### config.mk
export PLATFORM = sky130hd
export DESIGN_NAME = rf_wport_arbiter
export DESIGN_NICKNAME = d
export VERILOG_FILES = /design/src/rtl/rf_wport_arbiter.sv
export SDC_FILE = /design/constraint.sdc
export NUM_CORES = 1
export LEC_CHECK = 0
export CAP_MARGIN = 10
export CORE_UTILIZATION = 44
export CTS_CLUSTER_DIAMETER = 50
export DETAILED_ROUTE_END_ITERATION = 8
export PLACE_DENSITY = 0.81
export SLEW_MARGIN = 20
export SYNTH_ARGS = -nofsm -noshare
export SYNTH_HDL_FRONTEND = slang
export SYNTH_SLANG_ARGS = --single-unit
export TNS_END_PERCENT = 20
### constraint.sdc
create_clock -name clk -period 2.8 [get_ports clk]
set_input_delay 0.42 -clock clk [delete_from_list [all_inputs] [get_ports clk]]
set_output_delay 0.42 -clock clk [all_outputs]
set_load 0.05 [all_outputs]
### src/rtl/rf_wport_arbiter.sv
// Round-robin arbiter sharing the register-file write port between the ALU (req0)
// and load (req1) writeback paths. Writes to $zero are dropped. Per-requester saturating counters are kept for debug.
module rf_wport_arbiter #(
  parameter int DATA_W = 32,
  parameter int ADDR_W = 5,
  parameter int CNT_W  = 16
) (
  input  logic              clk,
  input  logic              rst,
  input  logic              req0_valid,
  input  logic [ADDR_W-1:0] req0_addr,
  input  logic [DATA_W-1:0] req0_data,
  output logic              req0_ready,
  input  logic              req1_valid,
  input  logic [ADDR_W-1:0] req1_addr,
  input  logic [DATA_W-1:0] req1_data,
  output logic              req1_ready,
  output logic              rf_we,
  output logic [ADDR_W-1:0] rf_waddr,
  output logic [DATA_W-1:0] rf_wdata,
  output logic [CNT_W-1:0]  cnt0,
  output logic [CNT_W-1:0]  cnt1
);

  function automatic logic [CNT_W-1:0] sat_inc(input logic [CNT_W-1:0] c);
    return (&c) ? c : c + CNT_W'(1);
  endfunction

  logic last;
  logic grant0;
  logic grant1;

  // Grant: a lone requester wins; under contention the one not granted last wins
  always_comb begin
    grant0 = req0_valid && (!req1_valid || last);
    grant1 = req1_valid && (!req0_valid || !last);
  end

  assign req0_ready = grant0;
  assign req1_ready = grant1;

  // Write-port register stage: winner's write is presented to the RF for one cycle
  always_ff @(posedge clk or posedge rst) begin
    if (rst) begin
      last     <= 1'b1;
      rf_we    <= 1'b0;
      rf_waddr <= '0;
      rf_wdata <= '0;
      cnt0     <= '0;
      cnt1     <= '0;
    end else if (grant0) begin
      last     <= 1'b0;
      rf_we    <= |req0_addr;
      rf_waddr <= req0_addr;
      rf_wdata <= req0_data;
      cnt0     <= sat_inc(cnt0);
    end else if (grant1) begin
      last     <= 1'b1;
      rf_we    <= |req1_addr;
      rf_waddr <= req1_addr;
      rf_wdata <= req1_data;
      cnt1     <= sat_inc(cnt1);
    end else begin
      rf_we    <= 1'b0;
    end
  end

endmodule

# ---- After elaboration in Yosys (flattened, before gate mapping)
# Cells that the tools add are included.
dict set report classes {
  n_reduce_logical 14
  n_bitwise 3
  add_sub_neg 2
  mux 8
}
# op n
set op_table {}
lappend op_table {{32-bit two-way mux} 2}
lappend op_table {{16-bit by 1-bit adder with 16-bit output, second input constant} 2}
lappend op_table {{16-bit AND reduction} 2}
lappend op_table {{5-bit two-way mux} 2}
lappend op_table {{5-bit OR reduction} 2}
lappend op_table {{1-bit two-way mux} 4}
lappend op_table {{1-bit zero test} 3}
lappend op_table {{1-bit inverter} 3}
lappend op_table {{3-bit AND reduction} 1}
lappend op_table {{1-bit logical AND} 2}
lappend op_table {{1-bit logical OR} 2}
lappend op_table {{2-bit AND reduction} 1}
lappend op_table {{2-bit nonzero test} 1}
dict set report word_totals {
  regBits 71
  in_bits 78
  output_inout_bits 72
  wordCells 33
}

# ---- Logic depth before layout (Yosys ltp)
# Gate-level depths: netlist (run 1).
dict set report depth {
  word_depth 5
  mapped_depth 7
  mapped_depth_nobuf 6
}

# ---- Worst setup path before layout (run 1)
# Ideal clock, no wire load.
dict set report synth_path {
  path_kind {register -> register}
  from {register cnt1[0]}
  to {register cnt1[1]}
  path_stages_with_launch 6
  arrival_time_ps 1935
  path_slack_ps 740
  cell_sequence {dfrtp_1 ha_1 nand4_2 nor4_4 nor2_2 mux2_4}
}
dict set report synth_via {
  elab_chain_len 3
}
# element line
set synth_rtl {}
lappend synth_rtl {{start: declaration} 22} ;# output logic [CNT_W-1:0] cnt1
lappend synth_rtl {{start signal: assignment} 62} ;# cnt1 <= sat_inc(cnt1);
lappend synth_rtl {{parallel branches: the longest is 3 deep, another holds 16-bit by 1-bit adder with 16-bit output} -}
# Several ways; the timed one is not identified.
# A chain may end at the register's enable or synchronous reset.

# ---- Final worst setup path (run 1)
dict set report layout_path {
  from {register last}
  to {output port req0_ready}
}
dict set report layout_via {
  elab_chain_len 2
}
# element line
set layout_rtl {}
lappend layout_rtl {{start: declaration} 29} ;# logic last;
lappend layout_rtl {{start signal: assignment} 45} ;# last <= 1'b1;
lappend layout_rtl {{start signal: assignment} 52} ;# last <= 1'b0;
lappend layout_rtl {{start signal: assignment} 58} ;# last <= 1'b1;
lappend layout_rtl {{1-bit logical OR} 35} ;# grant0 = req0_valid && (!req1_valid || last);
lappend layout_rtl {{1-bit logical AND} 35}
lappend layout_rtl {{end: declaration} 13} ;# output logic req0_ready,
# Every way passes these cells.

==> impl_results.md, run 1 <==
- Vias/cell: ~5.4
- Clock transition at path regs: about 0.07 ns
- Htree depth: 3
- Port Buf Inserts: 149
- Post-synth cell types: 38
- Place WS: roughly 0.53 ns
- Antenna violations before repair: 0
- Drt pass-1 iters: 4
- Slew margin rel.: 64.1%
- Gr usage total: roughly a quarter
- Clock Skew: 0.0117 ns
- RD Place Congestion: 0.864
- Post-CTS sizing: 0
- Pleak: 0.00242 uW
- Mapped Area: ~3700 um2
- Die Wd: 93.7 um
- Initial DRC Count: 116
- Gr ovfl total: 0
- Final WL: 10.1 mm
- IO Pins: 150
- Chip Height: 93.7 um
- Syn Nets: 480
- Initial Utilization: between 40% and 50%
- Placement Cell Area: ~5300 um2
- Multi-input gate area: 1690 um2
- Routed wire length per instance: 15.5 um
- # rows: 33
- Fin crit period: 2.30 ns
- Synth warn: 0
- Worst reg-to-reg setup slack: approximately 0.82 ns
- WS Path Type: reg2out
- Setup slack after layout: 0.501 ns
- Most common cell after layout, fill and taps aside: clkdlybuf4s50_1
- Pwr per Cell Area: between 600 and 700 nW/um2
- Nets: around 620
- Internal: about 2200 uW
- CTS tree: built
- Maximum VDD drop: 308 uV
- Sequential power share: 37.4%
- Root Driver: clkbuf_8
- Final hold vios: 0
- DRT antenna net count: 0
- Sw power: around 1600 uW
- DRC: 0
- Largest net degree at the start of global routing: 46
- Status: finished clean
- Routed vias: 3538
- Combinational share of power: 42.1%
- Most frequent cells in the layout: clkdlybuf4s50_1 (146), dfrtp_1 (70), nor2_1 (48), inv_1 (37), o22ai_1 (37)
- Reg area: 1780 um2
- Seq/Total Area, Yosys: between 40% and 50%
- Tcrit/Tclk final: 82.1%
- Area delta synth->final: 48.6%
- RR Startpoint: last$_DFFE_PP1P_
- N_diodes: 0
- Slew Limit Fails: 0
- Latest clock arrival within the worst-skew pair: approximately 0.33 ns
- Worst-Margin Slew: 0.536 ns
- Pwr Total: ~3800 uW
- Cts hold-fix bufs: 0
- RSZ-0062 raised after global routing: no
- Reg2reg path depth: 5
- Max Fclk: 0.435 GHz
- Clock Tree Buf Depth: 2
- Detail Placement HPWL: ~7.4 mm
- CP Data Required Time: 2.38 ns
- Synthesized instance count: 400
- Vias in the first global route: 3428
- End of the worst register-to-register path: cnt1[1]$_DFFE_PP0P_
- Flops & latches, synth: between 70 and 80
- Net Sw Frac: 41.5%
- Setup TNS: 0 ns
- Hold Path Class: in2async
- Post-CTS Setup Bufs: 0
- Max Cap Viol: 0
- Inserted Clock Buffers: 9
- Fraction of layout cells with a size suffix above 1: 8.76%
- Post-route cell area: 5500 um2
- CP Capture Type: output port
- Crit path max fanout: 19
- Total core area: 8180 um2
- First-pass GRT wire length: 16.1 mm
- Clock share of power: between 20% and 30%
- Die Area: 8780 um2
- Syn_area_per_cell: approximately 9 um2
- Clock sinks: 71
- Setup violators final: 0
- Fillers: about 690
- Critical Path AT: 1.88 ns
- Startpoint Class: flop
-- worst max path at each step --
stage	startpoint	endpoint	slack, ns	cells after the start
after floorplan	rst	cnt0[0]$_DFFE_PP0P_	0.59	1
after global placement	req1_valid	req0_ready	0.61	5
after detailed placement	req1_valid	req0_ready	0.53	5
after CTS	last$_DFFE_PP1P_	req0_ready	0.48	4
after global routing	last$_DFFE_PP1P_	req0_ready	0.38	4
final	last$_DFFE_PP1P_	req0_ready	0.50	4
-- routing by layer --
metal  track usage, %  routed length, um  vias to the layer above
li1                 -                  -                     1714
met1             29.9               4350                     1688
met2             39.2               4900                      122
met3             5.74                667                       14
met4             7.56                166                        0
met5                0                  0                        -
-- registers in the layout (all words and copies together), names as in the netlist --
signal	count
rf_we	1
rf_wdata	32
cnt1	16
rf_waddr	5
cnt0	16
last	1
-- metrics by stage --
step	instances	hold slack, ns	util [%]
floorplan	400	0.564	-
global placement	638	0.485	65.1
detailed placement	638	0.500	65.1
CTS	653	0.369	67.2
global route	653	0.386	67.2
finish	653	0.370	67.2
-- cell type report --
cell class / instances / area share [%]
Multi-Input combinational cell: 267 / 30.7
Clock buffer: 11 / 2.39
Sequential cell: 71 / 32.3
Inverter: 38 / 2.59
Clock inverter: 4 / 0.865
Tap cell: 105 / 2.39
Timing Repair Buffer: 157 / 28.8
-- cells in the mapped netlist --
| master | count | area [um2] |
|---|---|---|
| nor4b_2 | 2 | 30.0 |
| a21oi_1 | 32 | 160 |
| buf_2 | 3 | 15.0 |
| nor3_1 | 16 | 80.1 |
| o22a_1 | 1 | 8.76 |
| nor2_2 | 2 | 12.5 |
| nor4_1 | 2 | 12.5 |
| mux2_4 | 2 | 30.0 |
| and2_1 | 1 | 6.26 |
| nor3b_1 | 2 | 15.0 |
| nand4_1 | 8 | 50.1 |
| clkbuf_1 | 15 | 56.3 |
| nand3_1 | 8 | 40.0 |
| buf_1 | 6 | 22.5 |
| o21ai_0 | 2 | 10.0 |
| inv_1 | 38 | 143 |
| or4_1 | 2 | 15.0 |
| nor4_4 | 2 | 42.5 |
| xor2_1 | 24 | 210 |
| or2_1 | 1 | 6.26 |
| o21bai_1 | 1 | 7.51 |
| nor2_1 | 48 | 180 |
| or2_2 | 1 | 6.26 |
| nand2b_1 | 1 | 6.26 |
| mux2_2 | 5 | 56.3 |
| and4_1 | 3 | 26.3 |
| o22ai_1 | 37 | 231 |
| o21a_1 | 1 | 7.51 |
| a31oi_1 | 34 | 213 |
| dfstp_2 | 1 | 26.3 |
| nor4_2 | 3 | 37.5 |
| nand2_4 | 2 | 22.5 |
| dfrtp_1 | 70 | 1750 |
| nand4_2 | 3 | 37.5 |
| and3_1 | 3 | 18.8 |
| ha_1 | 2 | 25.0 |
| xnor2_1 | 4 | 35.0 |
| nand2_1 | 12 | 45.0 |
-- power by group through the flow --
stage               sequential, uW  clock (uW)  combinational (uW)
floorplan                     1990           0                 424
global placement              1420           0                1570
detailed placement            1430           0                1600
CTS                           1420         791                1600
global route                  1440         831                1680
finish                        1410         775                1590
-- critical path: stages (launching register included) --
cell and delay (ns):
dfstp_2 0.78, nand2b_1 0.27, nand2_1 0.20, inv_1 0.16, buf_12 0.14
-- cells by family (layout without fill, tap and decap cells) --
family	Yosys count	after routing	synth area share, %
simple gates	122	122	18.7
compound gates	108	108	17.2
xor+xnor	28	28	6.63
fa+ha+maj	2	2	0.676
flops	71	71	48.1
buf+inv	62	210	6.39
mux	7	7	2.33
Note: power is estimated with default switching activity, not from simulation.
==> run 2: changes to the inputs <==
clock period = 2.3 ns   (was 2.8 ns; I/O delays follow)
==> run 2 against run 1 <==
Compared with the run above: power grew 26%; register-to-register slack lost 0.46 ns; die area unchanged; sequential power rose by 21%; worst setup slack worse by 0.39 ns; first-iteration DRC count grew 39%; non-clock buffer count is the same; sequential share of layout area shrank 0.19 points; sequential cell count did not move; count of clock-buffer cells in the layout stayed put; final cell count stayed put; critical path type unchanged; largest power group unchanged.
==> impl_results.md, run 2 (same netlist as run 1, synthesis figures left out) <==
- Clock Tree Buf Depth: 2
- Layout Utilization: 67.6%
- Setup violators final: 0
- Maximum VDD drop: 347 uV
- Routed vias: 3579
- RSZ-0062 raised after global routing: no
- Gr ovfl total: 0
- Slew Limit Fails: 0
- IO Pins: 150
- Slowest stage delay, CP: between 0.7 and 0.8 ns
- Routed wire length per instance: 16.0 um
- Clock share of power: around 23%
- Antenna violations before repair: 0
- Slew margin rel.: 56.7%
- Pwr per Cell Area: about 860 nW/um2
- Initial Utilization: 45.3%
- Drt pass-1 iters: 4
- Post-CTS Setup Bufs: 0
- Inserted Clock Buffers: 9
- CP Data Required Time: roughly 2 ns
- Placement Cell Area: 5320 um2
- Number of flip-flops in the largest register: 32
- Post-CTS sizing: 0
- Chip Height: 93.7 um
- Post-route cell area: 5530 um2
- Final WL: between 10 and 15 mm
- Nets: 624
- Fillers: 648
- Critical Path AT: between 1.5 and 2 ns
- Gr usage total: 24.1%
- Max Fclk: about 0.46 GHz
- Hold Path Class: in2async
- Largest register by flop count: rf_wdata
- Cts hold-fix bufs: 0
- End of the worst register-to-register path: rf_wdata[28]$_DFFE_PP0P_
- Reg2reg path depth: 6
- Area delta synth->final: 49.5%
- RD Place Congestion: 0.834
- Detail Placement HPWL: 7.29 mm
- Setup slack after layout: ~0.12 ns
- CP Depth: 4
- Root Driver: clkbuf_8
- Net Sw Frac: 40.5%
- Setup crit end: req0_ready
- Max Cap Viol: 0
- DRT antenna net count: 0
- Initial DRC Count: 161
- Clock sinks: slightly above 70
- Tcrit/Tclk final: 95.0%
- Crit path cell chain: nand2b_1, nand2_1, inv_1, buf_12
- Pleak: 0.00243 uW
- Setup TNS: 0 ns
- Internal: 2830 uW
- Die Area: 8780 um2
- CP startpoint: last$_DFFE_PP1P_
- Htree depth: 3
- WS Path Type: reg2out
- Most frequent cells in the layout: clkdlybuf4s50_1 (146), dfrtp_1 (70), nor2_1 (48), inv_1 (37), o22ai_1 (37)
- WP buf/inv: 2
- Final hold vios: 0
- Sw power: roughly 1900 uW
- Fraction of layout cells with a size suffix above 1: between 8 and 9%
- First-pass GRT wire length: 16.6 mm
- Combinational share of power: 40.9%
- CTS tree: built
- CP max-delay cell: dfstp_2
- Worst-Margin Slew: 0.650 ns
- Crit path max fanout: 15
- Largest net degree at the start of global routing: 73
- CP Capture Type: output port
- Die Wd: 93.7 um
- Most common cell after layout, fill and taps aside: clkdlybuf4s50_1
- Status: finished clean
- Clock Skew: 0.00829 ns
- Fin crit period: between 2 and 2.5 ns
- Crit-path leading delay family: flip-flops
- Latest clock arrival within the worst-skew pair: about 0.34 ns
- # rows: 33
- Vias in the first global route: 3515
- Sequential power share: between 30 and 40%
- N_diodes: 0
- Worst reg-to-reg setup slack: 0.36 ns
- Vias/cell: 5.48
- DRC: 0
- Total core area: 8180 um2
- RR Startpoint: last$_DFFE_PP1P_
- Regs by FF count: rf_wdata: 32 flops, cnt0: 16 flops, cnt1: 16 flops
- Place WS: 0.216 ns
- Startpoint Class: flop
- Port Buf Inserts: 149
- Clock transition at path regs: 0.07 ns
[run 2: per-stage QoR]
step / cells / power (uW) / hold WS (ns)
after global placement: 638 / 3650 / 0.488
after floorplan: 400 / 2940 / 0.489
after detailed placement: 638 / 3680 / 0.488
after global routing: 653 / 4980 / 0.455
after CTS: 653 / 4790 / 0.424
final: 653 / 4760 / 0.421
[run 2: per-layer routing]
metal / vias to the layer above / wire [um] / global-route usage [%]
met5: - / 0 / 0
met4: 0 / 153 / 6.79
met3: 21 / 695 / 6.55
met2: 150 / 5150 / 40.9
met1: 1698 / 4440 / 30.0
li1: 1710 / - / -
[run 2: how the worst min path moves through the flow]
stage,from,endpoint,slack [ns],depth (start not counted)
floorplan,req1_addr[0],rf_waddr[0]$_DFFE_PP0P_,0.49,2
global route,rst,cnt1[15]$_DFFE_PP0P_,0.45,3
CTS,req0_valid,last$_DFFE_PP1P_,0.42,3
finish,rst,cnt0[7]$_DFFE_PP0P_,0.42,3
detailed placement,cnt1[15]$_DFFE_PP0P_,cnt1[15]$_DFFE_PP0P_,0.49,1
global placement,cnt1[15]$_DFFE_PP0P_,cnt1[15]$_DFFE_PP0P_,0.49,1
[run 2: worst register-to-register path, delay by kind of cell (launching register included)]
kind | cells | cell delay [ns]
compound gates | 2 | 0.32
buf+inv | 2 | 0.56
flops | 1 | 0.74
simple gates | 2 | 0.23
[run 2: power groups by stage]
stage / clock, uW / combinational, uW / sequential [uW]
after floorplan: 0 / 516 / 2420
after global placement: 0 / 1920 / 1730
after detailed placement: 0 / 1950 / 1730
after CTS: 1120 / 1960 / 1710
after global routing: 1170 / 2050 / 1750
final: 1100 / 1950 / 1710
[run 2: layout make-up]
type	count	area (um2)	share of cell area, %
Timing Repair Buffer	157	1580	28.6
Inverter	38	143	2.58
Sequential cell	71	1780	32.1
Clock buffer	11	141	2.56
Multi-Input combinational cell	267	1690	30.5
Tap cell	105	131	2.38
Clock inverter	4	70.1	1.27
